==> config.mk <==
export PLATFORM = sky130hd
export DESIGN_NAME = clkdet
export DESIGN_NICKNAME = d
export VERILOG_FILES = /design/src/rtl/clkdet_pkg.sv /design/src/rtl/clkdet_sync.sv /design/src/rtl/clkdet.sv
export SDC_FILE = /design/constraint.sdc
export NUM_CORES = 1
export LEC_CHECK = 0
export CAP_MARGIN = 20
export CORE_MARGIN = 3
export CORE_UTILIZATION = 50
export CTS_BUF_LIST = sky130_fd_sc_hd__clkbuf_8 sky130_fd_sc_hd__clkbuf_16
export DETAILED_ROUTE_END_ITERATION = 7
export PLACE_DENSITY = 0.7
export SYNTH_ARGS = -nofsm -noshare
export SYNTH_HDL_FRONTEND = slang
export SYNTH_SLANG_ARGS = --single-unit
==> constraint.sdc <==
create_clock -name CLKIN -period 2.6 [get_ports CLKIN]
set_input_delay 0.39 -clock CLKIN [delete_from_list [all_inputs] [get_ports CLKIN]]
set_output_delay 0.39 -clock CLKIN [all_outputs]
set_load 0.02 [all_outputs]
==> src/rtl/clkdet_pkg.sv <==
// Shared types and constants for the CLKDET clock-divisor detector.
package clkdet_pkg;

  localparam int HALF_MAX = 32;
  localparam int CNT_W    = 8;
  localparam int MATCH_W  = 4;
  localparam int CAND_W   = 6;
  localparam int DIV_W    = 5;

  typedef enum logic [1:0] {
    IDLE = 2'd0,
    ACQ  = 2'd1,
    LOCK = 2'd2
  } state_e;

  // A measured half-period is usable only inside the divider's code range.
  function automatic logic half_valid(input logic [CNT_W-1:0] h);
    return (h != '0) && (h <= CNT_W'(HALF_MAX));
  endfunction

endpackage

==> src/rtl/clkdet_sync.sv <==
// Synchronizer and edge detector for the asynchronous CLKSRC input; the
// rise/fall strobes are registered, so they appear SYNC_STAGES+1 cycles after CLKSRC moves.
module clkdet_sync #(
  parameter int SYNC_STAGES = 2
) (
  input  logic clk,
  input  logic rst_n,
  input  logic src_i,
  output logic level_o,
  output logic rise_o,
  output logic fall_o
);

  logic [SYNC_STAGES-1:0] sync_q;
  logic                   prev_q;
  logic                   rise_q;
  logic                   fall_q;

  // NOTE: sequential state uses non-blocking assignments so every flop samples pre-edge values.
  always_ff @(posedge clk or negedge rst_n) begin
    if (!rst_n) begin
      sync_q <= '0;
      prev_q <= 1'b0;
      rise_q <= 1'b0;
      fall_q <= 1'b0;
    end else begin
      sync_q <= {sync_q[SYNC_STAGES-2:0], src_i};
      prev_q <= sync_q[SYNC_STAGES-1];
      rise_q <= sync_q[SYNC_STAGES-1] & ~prev_q;
      fall_q <= ~sync_q[SYNC_STAGES-1] & prev_q;
    end
  end

  assign level_o = sync_q[SYNC_STAGES-1];
  assign rise_o  = rise_q;
  assign fall_o  = fall_q;

endmodule

==> src/rtl/clkdet.sv <==
// CLKDET: measures CLKSRC half-periods in CLKIN cycles and recovers the divisor code.
// Build option: define CLKDET_EDGE_STROBE_EN to drive the RISE/FALL strobes (tied 0 otherwise).
module clkdet
  import clkdet_pkg::*;
#(
  parameter int SYNC_STAGES = 2,
  parameter int LOCK_CNT    = 4,
  parameter int TIMEOUT     = 64
) (
  input  logic             CLKIN,
  input  logic             RESETn,
  input  logic             CLKSRC,
  input  logic             ERR_CLR,
  output logic [DIV_W-1:0] DIV,
  output logic             LOCKED,
  output logic             ERR,
  output logic             RISE,
  output logic             FALL
);

  state_e               state_q, state_d;
  logic [CNT_W-1:0]     cnt_q, cnt_d;
  logic [MATCH_W-1:0]   match_q, match_d;
  logic [CAND_W-1:0]    cand_q, cand_d;
  logic                 cand_vld_q, cand_vld_d;
  logic [DIV_W-1:0]     div_q, div_d;
  logic                 locked_q, locked_d;
  logic                 err_q, err_d;

  logic                 sync_level_unused;
  logic                 rise_w, fall_w, edge_w;
  logic                 h_valid, h_match, lock_hit, timeout_w;
  logic                 reload, err_set;
  logic [MATCH_W-1:0]   match_inc;

  clkdet_sync #(
    .SYNC_STAGES(SYNC_STAGES)
  ) u_sync (
    .clk    (CLKIN),
    .rst_n  (RESETn),
    .src_i  (CLKSRC),
    .level_o(sync_level_unused),
    .rise_o (rise_w),
    .fall_o (fall_w)
  );

  assign edge_w = rise_w | fall_w;

  // cnt_q at an edge is the half-period just measured.
  assign h_valid   = half_valid(cnt_q);
  assign h_match   = cand_vld_q & h_valid & (cnt_q == {2'b00, cand_q});
  assign match_inc = match_q + MATCH_W'(1);
  assign lock_hit  = h_match & (match_inc == MATCH_W'(LOCK_CNT));
  assign timeout_w = (cnt_q == CNT_W'(TIMEOUT - 1));

  always_ff @(posedge CLKIN or negedge RESETn) begin
    if (!RESETn) state_q <= IDLE;
    else         state_q <= state_d;
  end

  // Timeout is only considered in cycles without an edge, so an edge always wins.
  always_comb begin
    state_d = state_q;
    case (state_q)
      IDLE: if (edge_w) state_d = ACQ;
      ACQ: begin
        if (edge_w) begin
          if (lock_hit) state_d = LOCK;
        end else if (timeout_w) begin
          state_d = IDLE;
        end
      end
      LOCK: begin
        if (edge_w) begin
          if (!h_match) state_d = ACQ;
        end else if (timeout_w) begin
          state_d = IDLE;
        end
      end
      default: state_d = IDLE;
    endcase
  end

  always_comb begin
    // NOTE: every _d starts from its hold value so no branch can infer a latch.
    cnt_d      = edge_w ? CNT_W'(1)
               : (cnt_q == '1) ? cnt_q : cnt_q + CNT_W'(1);
    match_d    = match_q;
    cand_d     = cand_q;
    cand_vld_d = cand_vld_q;
    div_d      = div_q;
    locked_d   = locked_q;
    reload     = 1'b0;
    err_set    = 1'b0;

    case (state_q)
      IDLE: begin
        if (edge_w) begin
          match_d    = '0;
          cand_d     = '0;
          cand_vld_d = 1'b0;
        end
      end
      ACQ: begin
        if (edge_w) begin
          if (h_match) begin
            match_d = match_inc;
            if (lock_hit) begin
              div_d    = DIV_W'(cand_q - CAND_W'(1));
              locked_d = 1'b1;
            end
          end else begin
            reload = 1'b1;
          end
        end
      end
      LOCK: begin
        if (edge_w) begin
          if (!h_match) begin
            err_set  = 1'b1;
            locked_d = 1'b0;
            reload   = 1'b1;
          end
        end else if (timeout_w) begin
          locked_d = 1'b0;
        end
      end
      default: ;
    endcase

    // A fresh measurement becomes the candidate; an out-of-range one leaves none.
    if (reload) begin
      cand_d     = h_valid ? CAND_W'(cnt_q) : '0;
      cand_vld_d = h_valid;
      match_d    = h_valid ? MATCH_W'(1) : '0;
    end

    err_d = err_set | (err_q & ~ERR_CLR);
  end

  always_ff @(posedge CLKIN or negedge RESETn) begin
    if (!RESETn) begin
      cnt_q      <= '0;
      match_q    <= '0;
      cand_q     <= '0;
      cand_vld_q <= 1'b0;
      div_q      <= '0;
      locked_q   <= 1'b0;
      err_q      <= 1'b0;
    end else begin
      cnt_q      <= cnt_d;
      match_q    <= match_d;
      cand_q     <= cand_d;
      cand_vld_q <= cand_vld_d;
      div_q      <= div_d;
      locked_q   <= locked_d;
      err_q      <= err_d;
    end
  end

  assign DIV    = div_q;
  assign LOCKED = locked_q;
  assign ERR    = err_q;

`ifdef CLKDET_EDGE_STROBE_EN
  assign RISE = rise_w;
  assign FALL = fall_w;
`else
  assign RISE = 1'b0;
  assign FALL = 1'b0;
`endif

endmodule

==> run_summary.xml <==
<?xml version="1.0" encoding="UTF-8"?>
<metrics>
  <group name="routing">
    <metric name="vias" unit="">1325</metric>
    <metric name="postRouteWirelength" unit="um">3278</metric>
    <metric name="via_per_inst" unit="">5.662</metric>
    <metric name="antenna_left" unit="">0</metric>
    <metric name="drt_iter0_drc" unit="">88</metric>
    <metric name="routed_wire_length_per_instance" unit="um">14.01</metric>
    <metric name="dr.pass1.iters" unit="">5</metric>
    <metric name="post-route-drc-count" unit="">0</metric>
  </group>
  <group name="sta">
    <metric name="timing.final.setup_violations" unit="">0</metric>
    <metric name="max-slew-margin-rel" unit="%">38.58</metric>
    <metric name="final-hold-violation-count" unit="">0</metric>
    <metric name="final.setup.tns" unit="ns">0</metric>
    <metric name="setup_repair_after_global_routing_missed_its_margin" unit="">false</metric>
    <metric name="fin_ws" unit="ns">0.1820</metric>
    <metric name="fin_crit" unit="ns">2.418</metric>
    <metric name="period_share" unit="%">93.00</metric>
    <metric name="final.setup_skew" unit="ns">0.005856</metric>
    <metric name="maxSlewViolCount" unit="">0</metric>
    <metric name="max_freq" unit="MHz">413.6</metric>
    <metric name="worst_slew_pin_slew" unit="ns">0.9158</metric>
  </group>
  <group name="die">
    <metric name="floorplan.rows" unit="">21</metric>
    <metric name="dieWidth" unit="um">65.76</metric>
    <metric name="initial_core_util" unit="%">52.68</metric>
    <metric name="io_pins" unit="">13</metric>
    <metric name="fp.coreArea" unit="um2">3390</metric>
    <metric name="die_area" unit="um2">4324</metric>
    <metric name="floorplan.die.height" unit="um">65.76</metric>
  </group>
  <group name="setup_path">
    <metric name="r2r.worst_path.cells" unit="">9</metric>
    <metric name="critPathLaunchType" unit="">flop</metric>
    <metric name="timing.critical_path.buf_inv" unit="">2</metric>
    <metric name="cp-end-kind" unit="">flop</metric>
    <metric name="worst-endpoint-arrival" unit="ns">2.61</metric>
    <metric name="cp_data_required_time" unit="ns">2.79</metric>
    <metric name="timing.critical_path.cells" unit="">inv_1, ha_1, nor4b_4, mux2i_2, buf_4, nor3_4, o21ai_2, or4_1, o211ai_1</metric>
    <metric name="critical_path_class" unit="">reg2reg</metric>
    <metric name="critPathTopFamily" unit="">simple AND/OR/NAND/NOR gates</metric>
    <metric name="crit_path_top_delay_cell" unit="">sky130_fd_sc_hd__or4_1</metric>
    <metric name="critPathMaxFanout" unit="">6</metric>
    <metric name="worstSetupPathDepth" unit="">9</metric>
    <metric name="maximum_cell_stage_delay_along_the_critical_path" unit="ns">0.49</metric>
  </group>
  <group name="place">
    <metric name="placedInstanceArea" unit="um2">1911</metric>
    <metric name="pre_cts_slack" unit="ns">0.09296</metric>
    <metric name="detailedPlacementHpwl" unit="um">2358</metric>
    <metric name="io_buffer_count" unit="">10</metric>
    <metric name="place.gp.congestion" unit="">0.7940</metric>
  </group>
  <group name="clocking">
    <metric name="postCtsHoldBufs" unit="">0</metric>
    <metric name="numClockSinks" unit="">33</metric>
    <metric name="insertion_delay" unit="ns">0.28</metric>
    <metric name="count_of_h_tree_levels_built_during_cts" unit="">2</metric>
    <metric name="clk_transition_reported_paths" unit="ns">0.07</metric>
    <metric name="tritoncts" unit="">done</metric>
    <metric name="cts_root_buf" unit="">sky130_fd_sc_hd__clkbuf_8</metric>
    <metric name="cts_made_buffers" unit="">5</metric>
    <metric name="clock_tree.buffer_depth" unit="">2</metric>
  </group>
  <group name="outcome">
    <metric name="status" unit="">complete, no violations</metric>
  </group>
  <group name="logic_synthesis">
    <metric name="synthesized_area_per_cell" unit="um2">10.20</metric>
    <metric name="synth-async-reset-ratio" unit="%">100.0</metric>
    <metric name="syn-instance-count" unit="">175</metric>
    <metric name="synth_sequential_area_ratio" unit="%">46.25</metric>
    <metric name="ys_top_cells_by_area" unit="">sky130_fd_sc_hd__dfrtp_1 46%, sky130_fd_sc_hd__ha_1 5.6%, sky130_fd_sc_hd__nand2_1 3.6%</metric>
    <metric name="synth_top_area_share" unit="%">46.25</metric>
    <metric name="synth_enable_flop_cells" unit="">0</metric>
    <metric name="yosys.cell_types.count" unit="">51</metric>
    <metric name="ys_seq_elements" unit="">33</metric>
    <metric name="post_synth_top_flop" unit="">sky130_fd_sc_hd__dfrtp_1</metric>
    <metric name="ys_warn_count" unit="">0</metric>
    <metric name="post_synth_instance_area" unit="um2">1785</metric>
    <metric name="synth.largest_area_cell" unit="">sky130_fd_sc_hd__dfrtp_1</metric>
  </group>
  <group name="global_route">
    <metric name="first_pass_grt_wire_length" unit="um">5775</metric>
    <metric name="grt_antenna_before_repair" unit="">0</metric>
    <metric name="gr-total-overflow" unit="">0</metric>
    <metric name="grt_pass1_vias" unit="">1318</metric>
    <metric name="pin_count_of_the_biggest_net_entering_global_routing" unit="">34</metric>
    <metric name="overall_track_demand_over_capacity_in_global_routing" unit="%">17.73</metric>
  </group>
  <group name="finish">
    <metric name="final_layout_size_suffix_gt1_share" unit="%">9.574</metric>
    <metric name="postLayoutCoreUtil" unit="%">59.14</metric>
    <metric name="finish.net_count" unit="">199</metric>
    <metric name="finish.instance_area" unit="um2">2004</metric>
    <metric name="n_antenna_cell" unit="">0</metric>
    <metric name="syn2layout_area_growth" unit="%">12.26</metric>
  </group>
  <group name="pwr">
    <metric name="irDropWorstVdd" unit="uV">386.2</metric>
    <metric name="static-leakage-power" unit="uW">0.0009039</metric>
    <metric name="power-per-cell-area" unit="nW/um2">847.8</metric>
  </group>
  <group name="hold_path">
    <metric name="worstHoldPathCells" unit="">0</metric>
    <metric name="kind_of_path_behind_the_tightest_hold_check" unit="">reg2reg</metric>
  </group>
  <group name="job">
    <metric name="maxCapViolations" unit="">0</metric>
  </group>
</metrics>
==> cells in the final DEF, fill, tap and decap left out, types with 2 or more instances in the layout <==
cell	instances
sky130_fd_sc_hd__a21oi_1	2
sky130_fd_sc_hd__a22o_1	7
sky130_fd_sc_hd__a31oi_1	3
sky130_fd_sc_hd__and3_1	3
sky130_fd_sc_hd__buf_4	3
sky130_fd_sc_hd__clkbuf_8	5
sky130_fd_sc_hd__clkdlybuf4s50_1	10
sky130_fd_sc_hd__clkinv_2	2
sky130_fd_sc_hd__conb_1	2
sky130_fd_sc_hd__dfrtp_1	33
sky130_fd_sc_hd__ha_1	8
sky130_fd_sc_hd__inv_1	8
sky130_fd_sc_hd__mux2i_1	3
sky130_fd_sc_hd__nand2_1	17
sky130_fd_sc_hd__nand3_1	4
sky130_fd_sc_hd__nand4_1	3
sky130_fd_sc_hd__nor2_1	10
sky130_fd_sc_hd__nor2b_1	4
sky130_fd_sc_hd__nor3_1	5
sky130_fd_sc_hd__nor3b_1	3
sky130_fd_sc_hd__o21ai_0	10
sky130_fd_sc_hd__o21ai_1	2
sky130_fd_sc_hd__o21bai_1	2
sky130_fd_sc_hd__o2bb2ai_1	2
sky130_fd_sc_hd__o31a_1	2
sky130_fd_sc_hd__or2_2	2
sky130_fd_sc_hd__xnor2_1	6
sky130_fd_sc_hd__xor2_1	5
==> cells by family (layout without fill, tap and decap cells) <==
group / count (synthesis) / count (layout) / share of synthesized area [%]
AND/OR/NAND/NOR: 61 / 61 / 19.41
other: 1 / 2 / 0.2100
flip-flops: 33 / 33 / 46.25
buffers and inverters: 16 / 28 / 4.344
multiplexers: 6 / 6 / 3.504
AO/OA/AOI/OAI: 39 / 39 / 15.28
XOR/XNOR: 11 / 11 / 5.396
adder cells (fa/ha/maj): 8 / 8 / 5.606
==> cell usage after synthesis (3+ instances only) <==
| library cell | n |
|---|---|
| sky130_fd_sc_hd__mux2i_1 | 4 |
| sky130_fd_sc_hd__and3_1 | 3 |
| sky130_fd_sc_hd__inv_1 | 7 |
| sky130_fd_sc_hd__dfrtp_1 | 33 |
| sky130_fd_sc_hd__nor3_1 | 5 |
| sky130_fd_sc_hd__ha_1 | 8 |
| sky130_fd_sc_hd__nand4_1 | 3 |
| sky130_fd_sc_hd__nand3_1 | 4 |
| sky130_fd_sc_hd__nor2b_1 | 4 |
| sky130_fd_sc_hd__nor3b_1 | 3 |
| sky130_fd_sc_hd__a22o_1 | 7 |
| sky130_fd_sc_hd__nor2_1 | 10 |
| sky130_fd_sc_hd__nand2_1 | 17 |
| sky130_fd_sc_hd__o21ai_0 | 10 |
| sky130_fd_sc_hd__clkbuf_1 | 3 |
| sky130_fd_sc_hd__xor2_1 | 5 |
| sky130_fd_sc_hd__a31oi_1 | 3 |
| sky130_fd_sc_hd__xnor2_1 | 6 |
==> worst reg2reg max path: stages, from the launching register on <==
cell	delay (ns)
sky130_fd_sc_hd__dfrtp_1	0.45
sky130_fd_sc_hd__inv_1	0.11
sky130_fd_sc_hd__ha_1	0.15
sky130_fd_sc_hd__nor4b_4	0.27
sky130_fd_sc_hd__mux2i_2	0.13
sky130_fd_sc_hd__buf_4	0.17
sky130_fd_sc_hd__nor3_4	0.30
sky130_fd_sc_hd__o21ai_2	0.14
sky130_fd_sc_hd__or4_1	0.49
sky130_fd_sc_hd__o211ai_1	0.13
==> registers in the layout (all words and copies together), names as in the netlist <==
signal	cells
u_sync.rise_o	1
match_q	4
u_sync.fall_o	1
u_sync.sync_q	2
cnt_q	8
cand_vld_q	1
cand_q	6
DIV	5
u_sync.prev_q	1
LOCKED	1
ERR	1
state_q	2
==> worst paths after layout <==
| path | startpoint | endpoint | slack, ns |
|---|---|---|---|
| worst min-delay path | u_sync.sync_q[0] | u_sync.sync_q[1] | 0.36 |
| min in group asynchronous | RESETn | cnt_q[1] | 0.51 |
| worst max register to register | cnt_q[0] | match_q[3] | 0.18 |
| worst max-delay path | cnt_q[0] | match_q[3] | 0.18 |
| worst min register to register | u_sync.sync_q[0] | u_sync.sync_q[1] | 0.36 |
| max in group asynchronous | RESETn | u_sync.sync_q[1] | 1.79 |
==> layer usage <==
layer | wire (um) | share of wire (%) | GRT usage (%)
met1 | 1446 | 44 | 19.98
met2 | 1662 | 51 | 31.04
met3 | 126 | 3.8 | 4.786
met4 | 42 | 1.3 | 7.772
met5 | 0 | 0 | 0
==> per-stage QoR <==
step / std cells / hold slack, ns / total power [uW]
after floorplan: 176 / 0.09441 / 1179
after global placement: 225 / 0.3410 / 1297
after detailed placement: 225 / 0.3363 / 1326
after CTS: 233 / 0.3656 / 1699
after global routing: 234 / 0.3716 / 1825
final: 234 / 0.3644 / 1699
==> what timing repair did <==
action | in CTS | in global routing
gates resized for setup | 0 | 1
setup buffers | 0 | 1
endpoints found under the setup margin | 0 | 1
==> layout make-up <==
cell class | count | area [um2]
clock buffers | 5 | 68.82
flip-flops and latches | 33 | 825.8
repair buffers | 13 | 122.6
inverters | 7 | 26.28
fillers | 290 | 1385
clock inverters | 3 | 13.76
multi-input cells | 127 | 889.6
well taps | 46 | 57.56
==> where the power goes <==
| group | internal [uW] | total, uW | switching (uW) |
|---|---|---|---|
| sequential | 595 | 688 | 92.8 |
| clock | 181 | 365 | 184 |
| combinational | 300 | 646 | 347 |
| total | 1080 | 1700 | 624 |
Power figures use the tool's default switching activity.
